$ cat config.mk
export PLATFORM = sky130hd
export DESIGN_NAME = systolic_2_feeder_flat
export DESIGN_NICKNAME = d
export VERILOG_FILES = /design/src/rtl/systolic_2_feeder_pkg.sv /design/src/rtl/systolic_2_feeder_if.sv /design/src/rtl/systolic_2_feeder_buf.sv /design/src/rtl/systolic_2_feeder.sv /design/src/flat_wrapper.sv
export SDC_FILE = /design/constraint.sdc
export NUM_CORES = 1
export LEC_CHECK = 0
export ABC_AREA = 1
export CORE_MARGIN = 2
export CORE_UTILIZATION = 55
export DETAILED_ROUTE_END_ITERATION = 16
export PLACE_DENSITY = 0.74
export RECOVER_POWER = 100
export SLEW_MARGIN = 20
export SYNTH_ARGS = -nofsm -noshare
export SYNTH_HDL_FRONTEND = slang
export SYNTH_SLANG_ARGS = --single-unit
$ cat constraint.sdc
create_clock -name clk -period 16 [get_ports clk]
set_input_delay 1.6 -clock clk [delete_from_list [all_inputs] [get_ports clk]]
set_output_delay 1.6 -clock clk [all_outputs]
set_load 0.005 [all_outputs]
$ cat src/rtl/systolic_2_feeder_pkg.sv
// systolic_2_feeder_pkg: shared defaults and FSM state encoding for the systolic_2 feeder and its bench.
package systolic_2_feeder_pkg;
    localparam int DEPTH_DEF = 8;
    localparam int W_DEF = 32;
    localparam logic [1:0] IDLE = 2'd0;
    localparam logic [1:0] STREAM = 2'd1;
    localparam logic [1:0] DONE = 2'd2;
endpackage

$ cat src/rtl/systolic_2_feeder_if.sv
// systolic_2_feeder_if: buffer-load, burst-control and sample-stream signals of the feeder.
interface systolic_2_feeder_if import systolic_2_feeder_pkg::*; #(
    parameter int DEPTH = DEPTH_DEF,
    parameter int W = W_DEF
);
    localparam int AW = $clog2(DEPTH);
    logic wr_en;
    logic [AW-1:0] wr_addr;
    logic [W-1:0] wr_x1;
    logic [W-1:0] wr_x2;
    logic [AW:0] len;
    logic go;
    logic busy;
    logic done;
    logic err;
    logic start;
    logic [W-1:0] x01;
    logic [W-1:0] x02;
    modport master (
        output wr_en, wr_addr, wr_x1, wr_x2, len, go,
        input busy, done, err, start, x01, x02
    );
    modport slave (
        input wr_en, wr_addr, wr_x1, wr_x2, len, go,
        output busy, done, err, start, x01, x02
    );
endinterface

$ cat src/rtl/systolic_2_feeder_buf.sv
// feeder_buf: DEPTH x 2W sample-pair array, one write port, combinational read; contents survive reset.
module feeder_buf #(
    parameter int DEPTH = 8,
    parameter int W = 32
) (
    input  logic                     clk,
    input  logic                     we,
    input  logic [$clog2(DEPTH)-1:0] wa,
    input  logic [W-1:0]             wx1,
    input  logic [W-1:0]             wx2,
    input  logic [$clog2(DEPTH)-1:0] ra,
    output logic [W-1:0]             rx1,
    output logic [W-1:0]             rx2
);
    logic [2*W-1:0] mem [DEPTH];
    always_ff @(posedge clk)
        if (we) mem[wa] <= {wx1, wx2};
    assign {rx1, rx2} = mem[ra];
endmodule

$ cat src/rtl/systolic_2_feeder.sv
// systolic_2_feeder: streams a stored burst of sample pairs into systolic_2 with start/busy/done framing.
module systolic_2_feeder import systolic_2_feeder_pkg::*; #(
    parameter int DEPTH = DEPTH_DEF,
    parameter int W = W_DEF
) (
    input logic clk,
    input logic rst,
    systolic_2_feeder_if.slave bus
);
    localparam int AW = $clog2(DEPTH);
    logic [1:0] state;
    logic [AW:0] idx;
    logic [AW:0] len_q;
    logic start_q, busy_q, done_q, err_q;
    logic [W-1:0] x1_q, x2_q;
    logic [W-1:0] rd_x1, rd_x2;
    logic [W-1:0] s0_x1, s0_x2;
    logic we, len_ok, last;
    assign we = bus.wr_en && state == IDLE;
    assign len_ok = bus.len != '0 && bus.len <= (AW+1)'(DEPTH);
    assign last = idx == len_q;
    // idx rests at 0 outside STREAM, so the array already presents entry 0 when go arrives
    feeder_buf #(.DEPTH(DEPTH), .W(W)) u_buf (
        .clk(clk), .we(we), .wa(bus.wr_addr), .wx1(bus.wr_x1), .wx2(bus.wr_x2),
        .ra(idx[AW-1:0]), .rx1(rd_x1), .rx2(rd_x2)
    );
    // a same-cycle write to entry 0 must reach the first sample of the burst
    assign s0_x1 = (we && bus.wr_addr == '0) ? bus.wr_x1 : rd_x1;
    assign s0_x2 = (we && bus.wr_addr == '0) ? bus.wr_x2 : rd_x2;
    always_ff @(posedge clk or negedge rst) begin
        if (!rst) begin
            state <= IDLE;
            idx <= '0;
            len_q <= '0;
            start_q <= 1'b0;
            busy_q <= 1'b0;
            done_q <= 1'b0;
            err_q <= 1'b0;
            x1_q <= '0;
            x2_q <= '0;
        end else begin
            start_q <= 1'b0;
            done_q <= 1'b0;
            err_q <= 1'b0;
            if (state == IDLE) begin
                if (bus.go && len_ok) begin
                    state <= STREAM;
                    len_q <= bus.len;
                    idx <= (AW+1)'(1);
                    start_q <= 1'b1;
                    busy_q <= 1'b1;
                    x1_q <= s0_x1;
                    x2_q <= s0_x2;
                end else if (bus.go) begin
                    err_q <= 1'b1;
                end
            end else if (state == STREAM) begin
                if (last) begin
                    state <= DONE;
                    idx <= '0;
                    busy_q <= 1'b0;
                    done_q <= 1'b1;
                    x1_q <= '0;
                    x2_q <= '0;
                end else begin
                    idx <= idx + 1'b1;
                    x1_q <= rd_x1;
                    x2_q <= rd_x2;
                end
            end else begin
                state <= IDLE;
            end
        end
    end
    assign bus.start = start_q;
    assign bus.busy = busy_q;
    assign bus.done = done_q;
    assign bus.err = err_q;
    assign bus.x01 = x1_q;
    assign bus.x02 = x2_q;
endmodule

$ cat src/flat_wrapper.sv
// flat-port wrapper written by rule: the top's interface ports become plain ports
module systolic_2_feeder_flat import systolic_2_feeder_pkg::*;
#(
    parameter int DEPTH = DEPTH_DEF,
    parameter int W = W_DEF
)
  (clk, rst, bus_wr_en, bus_wr_addr, bus_wr_x1, bus_wr_x2, bus_len, bus_go, bus_busy, bus_done, bus_err, bus_start, bus_x01, bus_x02);
  systolic_2_feeder_if #(.DEPTH(DEPTH), .W(W)) bus_i ();
  input logic clk;
  input logic rst;
  input wire logic [$bits(bus_i.wr_en)-1:0] bus_wr_en;
  input wire logic [$bits(bus_i.wr_addr)-1:0] bus_wr_addr;
  input wire logic [$bits(bus_i.wr_x1)-1:0] bus_wr_x1;
  input wire logic [$bits(bus_i.wr_x2)-1:0] bus_wr_x2;
  input wire logic [$bits(bus_i.len)-1:0] bus_len;
  input wire logic [$bits(bus_i.go)-1:0] bus_go;
  output wire logic [$bits(bus_i.busy)-1:0] bus_busy;
  output wire logic [$bits(bus_i.done)-1:0] bus_done;
  output wire logic [$bits(bus_i.err)-1:0] bus_err;
  output wire logic [$bits(bus_i.start)-1:0] bus_start;
  output wire logic [$bits(bus_i.x01)-1:0] bus_x01;
  output wire logic [$bits(bus_i.x02)-1:0] bus_x02;
  assign bus_i.wr_en = bus_wr_en;
  assign bus_i.wr_addr = bus_wr_addr;
  assign bus_i.wr_x1 = bus_wr_x1;
  assign bus_i.wr_x2 = bus_wr_x2;
  assign bus_i.len = bus_len;
  assign bus_i.go = bus_go;
  assign bus_busy = bus_i.busy;
  assign bus_done = bus_i.done;
  assign bus_err = bus_i.err;
  assign bus_start = bus_i.start;
  assign bus_x01 = bus_i.x01;
  assign bus_x02 = bus_i.x02;
  systolic_2_feeder #(.DEPTH(DEPTH), .W(W)) u_core (.clk(clk), .rst(rst), .bus(bus_i));
endmodule
Word-level counts from Yosys, hierarchy flattened --
Memory sizes are Yosys's and may differ from the RTL's. Index checks and enable logic that the tools add are counted.
Storage, ports and cells: register bits 78, RAM bits 512, bits of input ports 75, output and inout port bits 68, word-level logic and storage cells 61, memories kept 1
Operators by class: add/subtract/negate cells 1, magnitude comparators 1, equal/unequal tests 4, muxes and demuxes 32, reductions and logical operators 13
Memory list:
- u_core.u_buf.mem | depth 8, width 64, rd ports 1, clocked after Yosys merged registers in 0, write ports 1, line systolic_2_feeder_buf.sv:15 | logic [2*W-1:0] mem [DEPTH];
Operators by type and width (number):
- 32-bit two-way mux | 10
- 4-bit two-way mux | 4
- 1-bit two-way mux | 14
- 2-bit two-way mux | 4
- 2-bit AND reduction | 3
- 4-bit by 1-bit adder with 4-bit output, second input constant | 1
- 4-bit == test | 1
- 4-bit less-or-equal comparator, second input constant | 1
- 1-bit logical AND | 4
- 2-bit nonzero test | 2
- 4-bit nonzero test | 1
- 3-bit zero test | 1
- 3-bit by 1-bit != test with 1-bit output, second input constant | 1
- 3-bit AND reduction | 1
- 2-bit by 1-bit == test with 1-bit output, second input constant | 1
- 2-bit zero test | 1
- 2-bit != test, second input constant | 1

Longest topological paths before layout --
depth after elaboration 6, gate-level depth with buffers 12, gate-level depth less buffers 9

Cells and area by module --
Synthesis repeated with hierarchy kept, for this count alone.
Second synthesis, totals: cells, all modules 3085, area total of the unflattened synthesis 27659.0 um^2
Modules (own cells, without submodules):
- feeder_buf | times used 1, cells an instance 2230, area each 22376.5 um^2, sequential area each 15374.7 um^2
- systolic_2_feeder | times used 1, cells an instance 855, area each 5282.6 um^2, sequential area each 1951.9 um^2

Worst setup path before layout --
OpenSTA, ideal clock, no wires.
kind input to register, start point input port bus_wr_en, end point memory u_core.u_buf.mem[1][0] (netlist name), enable pin, setup time 565 ps, data arrival time 6210 ps, data required time 15435 ps, path slack 9225 ps, stages on the path 4, buffers on the path 0, cells stage by stage inv_1 > nor2_2 > nand2_1 > nor3_1
On the way: longest elaborated chain between the ends 3
Ends and longest elaborated chain:
- start: declaration | line flat_wrapper.sv:11 | input wire logic [$bits(bus_i.wr_en)-1:0] bus_wr_en;
- 1-bit logical AND | line systolic_2_feeder.sv:19 | assign we = bus.wr_en && state == IDLE;
- 1-bit two-way mux | line systolic_2_feeder_buf.sv:17 | if (we) mem[wa] <= {wx1, wx2};
- 1-bit two-way mux (implied by the code) | line systolic_2_feeder_buf.sv:17
- end: declaration | line systolic_2_feeder_buf.sv:15
No other way between the ends.

Worst setup path after layout --
start point input port bus_len[1], end point register u_core.idx[3]
On the way: longest elaborated chain between the ends 5, elaborated cells between the ends (all ways) 6, classes of those cells order compare: 1; eq/ne: 1; reduce/logical: 4
Ends and longest elaborated chain:
- start: declaration | line flat_wrapper.sv:15 | input wire logic [$bits(bus_i.len)-1:0] bus_len;
- 4-bit less-or-equal comparator or 4-bit nonzero test (tied branches) | line systolic_2_feeder.sv:20 | assign len_ok = bus.len != '0 && bus.len <= (AW+1)'(DEPTH);
- 1-bit logical AND (*) | line systolic_2_feeder.sv:20
- 1-bit logical AND (*) | line systolic_2_feeder.sv:46 | if (bus.go && len_ok) begin
- 2-bit != test (no line) (*)
- 2-bit AND reduction (no line) (*)
- end signal: assignment | line systolic_2_feeder.sv:49 | idx <= (AW+1)'(1);
- end signal: assignment | line systolic_2_feeder.sv:66 | idx <= idx + 1'b1;
- end: declaration | line systolic_2_feeder.sv:12 | logic [AW:0] idx;
Every way passes the cells marked *; elsewhere a longest branch is shown, timed or not. A chain may end at the register's enable or synchronous reset.

==> reports/metrics.yaml <==
p_comb_share_pct: 33.4
clockBufferDepth: 3
drive_above_1_share_pct: 4.05
synthToLayoutAreaGrowth_pct: 12.6
critPathRequiredTime_ns: 16.52
synth_top_family_by_area: "simple AND/OR/NAND/NOR gates"
slew-limit-headroom_pct: -213
critical_path_class: "input pin to flip-flop"
ys_seq_area_share_pct: 68.7
r2r_slack_ns: 8.36
synth_simple_gate_area_share_pct: 19.6
crit_fanout: 66
whs_path_depth: 2
switchingPower_mw: 1.74
synth-edff-count: 512
syn_area_mm2: 0.0252
cts_buffers: 56
tightest_slew_ns: 4.70
final_common_cell: "nand2_1"
failed_checks: "capacitance limit, slew limit"
num_rows: 78
die_x_um: 218
cts_tree: "done"
yosysTopAreaCell: "edfxtp_1"
synthTopCellsByArea: "edfxtp_1, nand2_1, dfrtp_1"
finish.instance_area_mm2: 0.0284
clkTransAtPathRegs_ns: 0.06
utilization_pct: 62.7
outcome: "finished with violations"
endpoint_kind: "flip-flop"
routed_wl_um: 59600
die_y_um: 218
cts_setup_buffers: 0
final_cell_mix: "nand2_1, edfxtp_1, nor2_1"
ys.flop_type: "edfxtp_1"
worstSkewPairLatency_ns: 0.61
vias_per_cell: 5.43
wl_per_cell_um: 18.5
ant_nets: 0
min_path_type: "flip-flop to flip-flop"
slew_viol_final: 923
pwr-share-clk_pct: 25.5
grt_antenna_before_repair: 1
initialDrtViolationCount: 1797
synth_compound_area_share_pct: 5.27
critPathMaxStageDelay_ns: 2.83
synth_cell_types: 24
setup_viol: 0
synth_area_per_cell_um2: 10.2
placed_cells: 3112
syn_inst: 2482
cp_cell_sequence: "dlygate4sd3_1 -> nor2_1 -> nand2_1 -> nand3_2 -> clkbuf_1 -> nand2_1 -> clkbuf_1 -> nand2_1 -> nand2_1 -> nor2_1"
yosysWarnings: 0
path_depth: 10
multi_input_area_mm2: 0.00629
synthMuxAreaShare_pct: 0
start_util_pct: 55.7
syn_nets: 2558
port-buffer-count: 142
cp_num_buf_inv: 3
rsz0062_at_grt: "no"
timing.fmax_mhz: 113
grt_max_degree: 233
leakage_nw: 11.8
grt_use_total_pct: 25.3
htree_num_levels: 2
nNetsFinal: 2647
synth_xor_area_share_pct: 0
finalNonFillerCells: 3218
ctsResizeCount: 0
min_period_over_period_pct: 55.5
crit_family: "buffers and inverters"
start_kind: "input pin"
core_mm2: 0.0453
drc_errors: 0
placed_area_mm2: 0.0268
final.setup.tns_ns: 0
hold_viol_final: 0
dp_slack_ns: 11.14
grt_pass1_vias: 17000
seq_area_mm2: 0.0173
timing.final.ws_setup_ns: 7.12
dp_hpwl_um: 30000
dr.pass1.iters: 6
async_flop_share_pct: 13.2
postCtsHoldBufs: 0
worstPathArrival_ns: 9.40
grt_pass1_wl_um: 93300
finClkSkew_ns: 0.0239
p_per_area_mw_per_mm2: 169
root_buffer: "clkbuf_16"
place.gp.congestion: 0.758
ys_seq_elements: 590
drv_cap: 23
fillerInstances: 3537
seq_power_share_pct: 41.1
cts.sinks: 590
dieArea_mm2: 0.0476
cp_slowest_cell: "clkbuf_1"
cp_common_cell: "nand2_1"
synth_fa_ha_area_share_pct: 0.0496
grt_overflow: 0
rr_worst_depth: 8
fin_crit_ns: 8.88
power.internal_mw: 3.06
vdd_drop_max_uv: 157
synth.top_cell.area_share_pct: 61.0
io_pins: 143
p_sw_share_pct: 36.3
num_vias: 17500
-- power groups by stage --
| stage | sequential [mW] | combinational, mW | clock, mW |
|---|---|---|---|
| global route | 1.98 | 1.80 | 1.30 |
| floorplan | 1.94 | 1.15 | 0 |
| global placement | 2.00 | 1.57 | 0 |
| detailed placement | 2.00 | 1.62 | 0 |
| finish | 1.97 | 1.60 | 1.22 |
| CTS | 1.97 | 1.63 | 1.24 |
-- worst paths after layout --
check,startpoint,endpoint
max,bus_len[1],u_core.idx[3]
min,u_core.bus.x01[18],u_core.bus.x01[18]
max reg2reg,u_core.state[1],u_core.idx[3]
min reg2reg,u_core.bus.x01[18],u_core.bus.x01[18]
max in group asynchronous,rst,u_core.idx[0]
min in group asynchronous,rst,u_core.bus.x01[4]
-- metal layers --
| layer | vias to the layer above | GRT usage [%] | wire length [um] |
|---|---|---|---|
| li1 | 8209 | - | - |
| met1 | 8348 | 34.5 | 24300 |
| met2 | 787 | 41.7 | 28600 |
| met3 | 119 | 3.78 | 5150 |
| met4 | 0 | 9.09 | 1610 |
| met5 | - | 0 | 0 |
-- through the flow --
step	power (mW)	hold WS [ns]
2_1_floorplan	3.09	0.465
3_3_place_gp	3.57	0.512
3_5_place_dp	3.62	0.521
4_1_cts	4.84	0.534
5_1_grt	5.08	0.563
6_report	4.80	0.521
-- cell families after synthesis --
family | count (synthesis)
AO/OA/AOI/OAI | 265
adder cells (fa/ha/maj) | 1
buffers and inverters | 344
flip-flops | 590
AND/OR/NAND/NOR | 1282
-- area by class of cell --
type,count,share of cell area (%)
clock inverters,29,0.542
multi-input cells,1548,22.2
diodes,1,0.00881
clock buffers,75,5.37
flip-flops and latches,590,61.0
repair buffers,164,5.42
inverters,211,2.81
well taps,600,2.64
-- cells in the mapped netlist, types with 2 or more instances --
cell type,n
edfxtp_1,512
inv_2,2
buf_2,50
inv_1,208
nand3_1,68
buf_4,11
dfrtp_1,78
nor3_1,2
nand2_4,2
nand2_2,3
a21oi_1,131
o21ai_1,69
nor2_2,3
o21ai_0,64
nor2_1,210
nand2_1,993
buf_1,4
clkbuf_1,41
buf_6,26
-- tightest hold or removal path: cells and delay by family (launching register included) --
kind / cells / cell delay, ns
and+or+nand+nor: 1 / 0.04
AOI/OAI and AO/OA: 1 / 0.10
DFF: 1 / 0.34
-- registers in the layout, indices dropped and copies added, names as in the netlist --
name / cells
u_core.u_buf.mem: 512
u_core.bus.x01: 32
u_core.bus.x02: 32
u_core.idx: 4
u_core.len_q: 4
u_core.state: 2
u_core.bus.busy: 1
u_core.bus.done: 1
u_core.bus.err: 1
u_core.bus.start: 1
No activity file was read; power rests on OpenSTA's default activity.
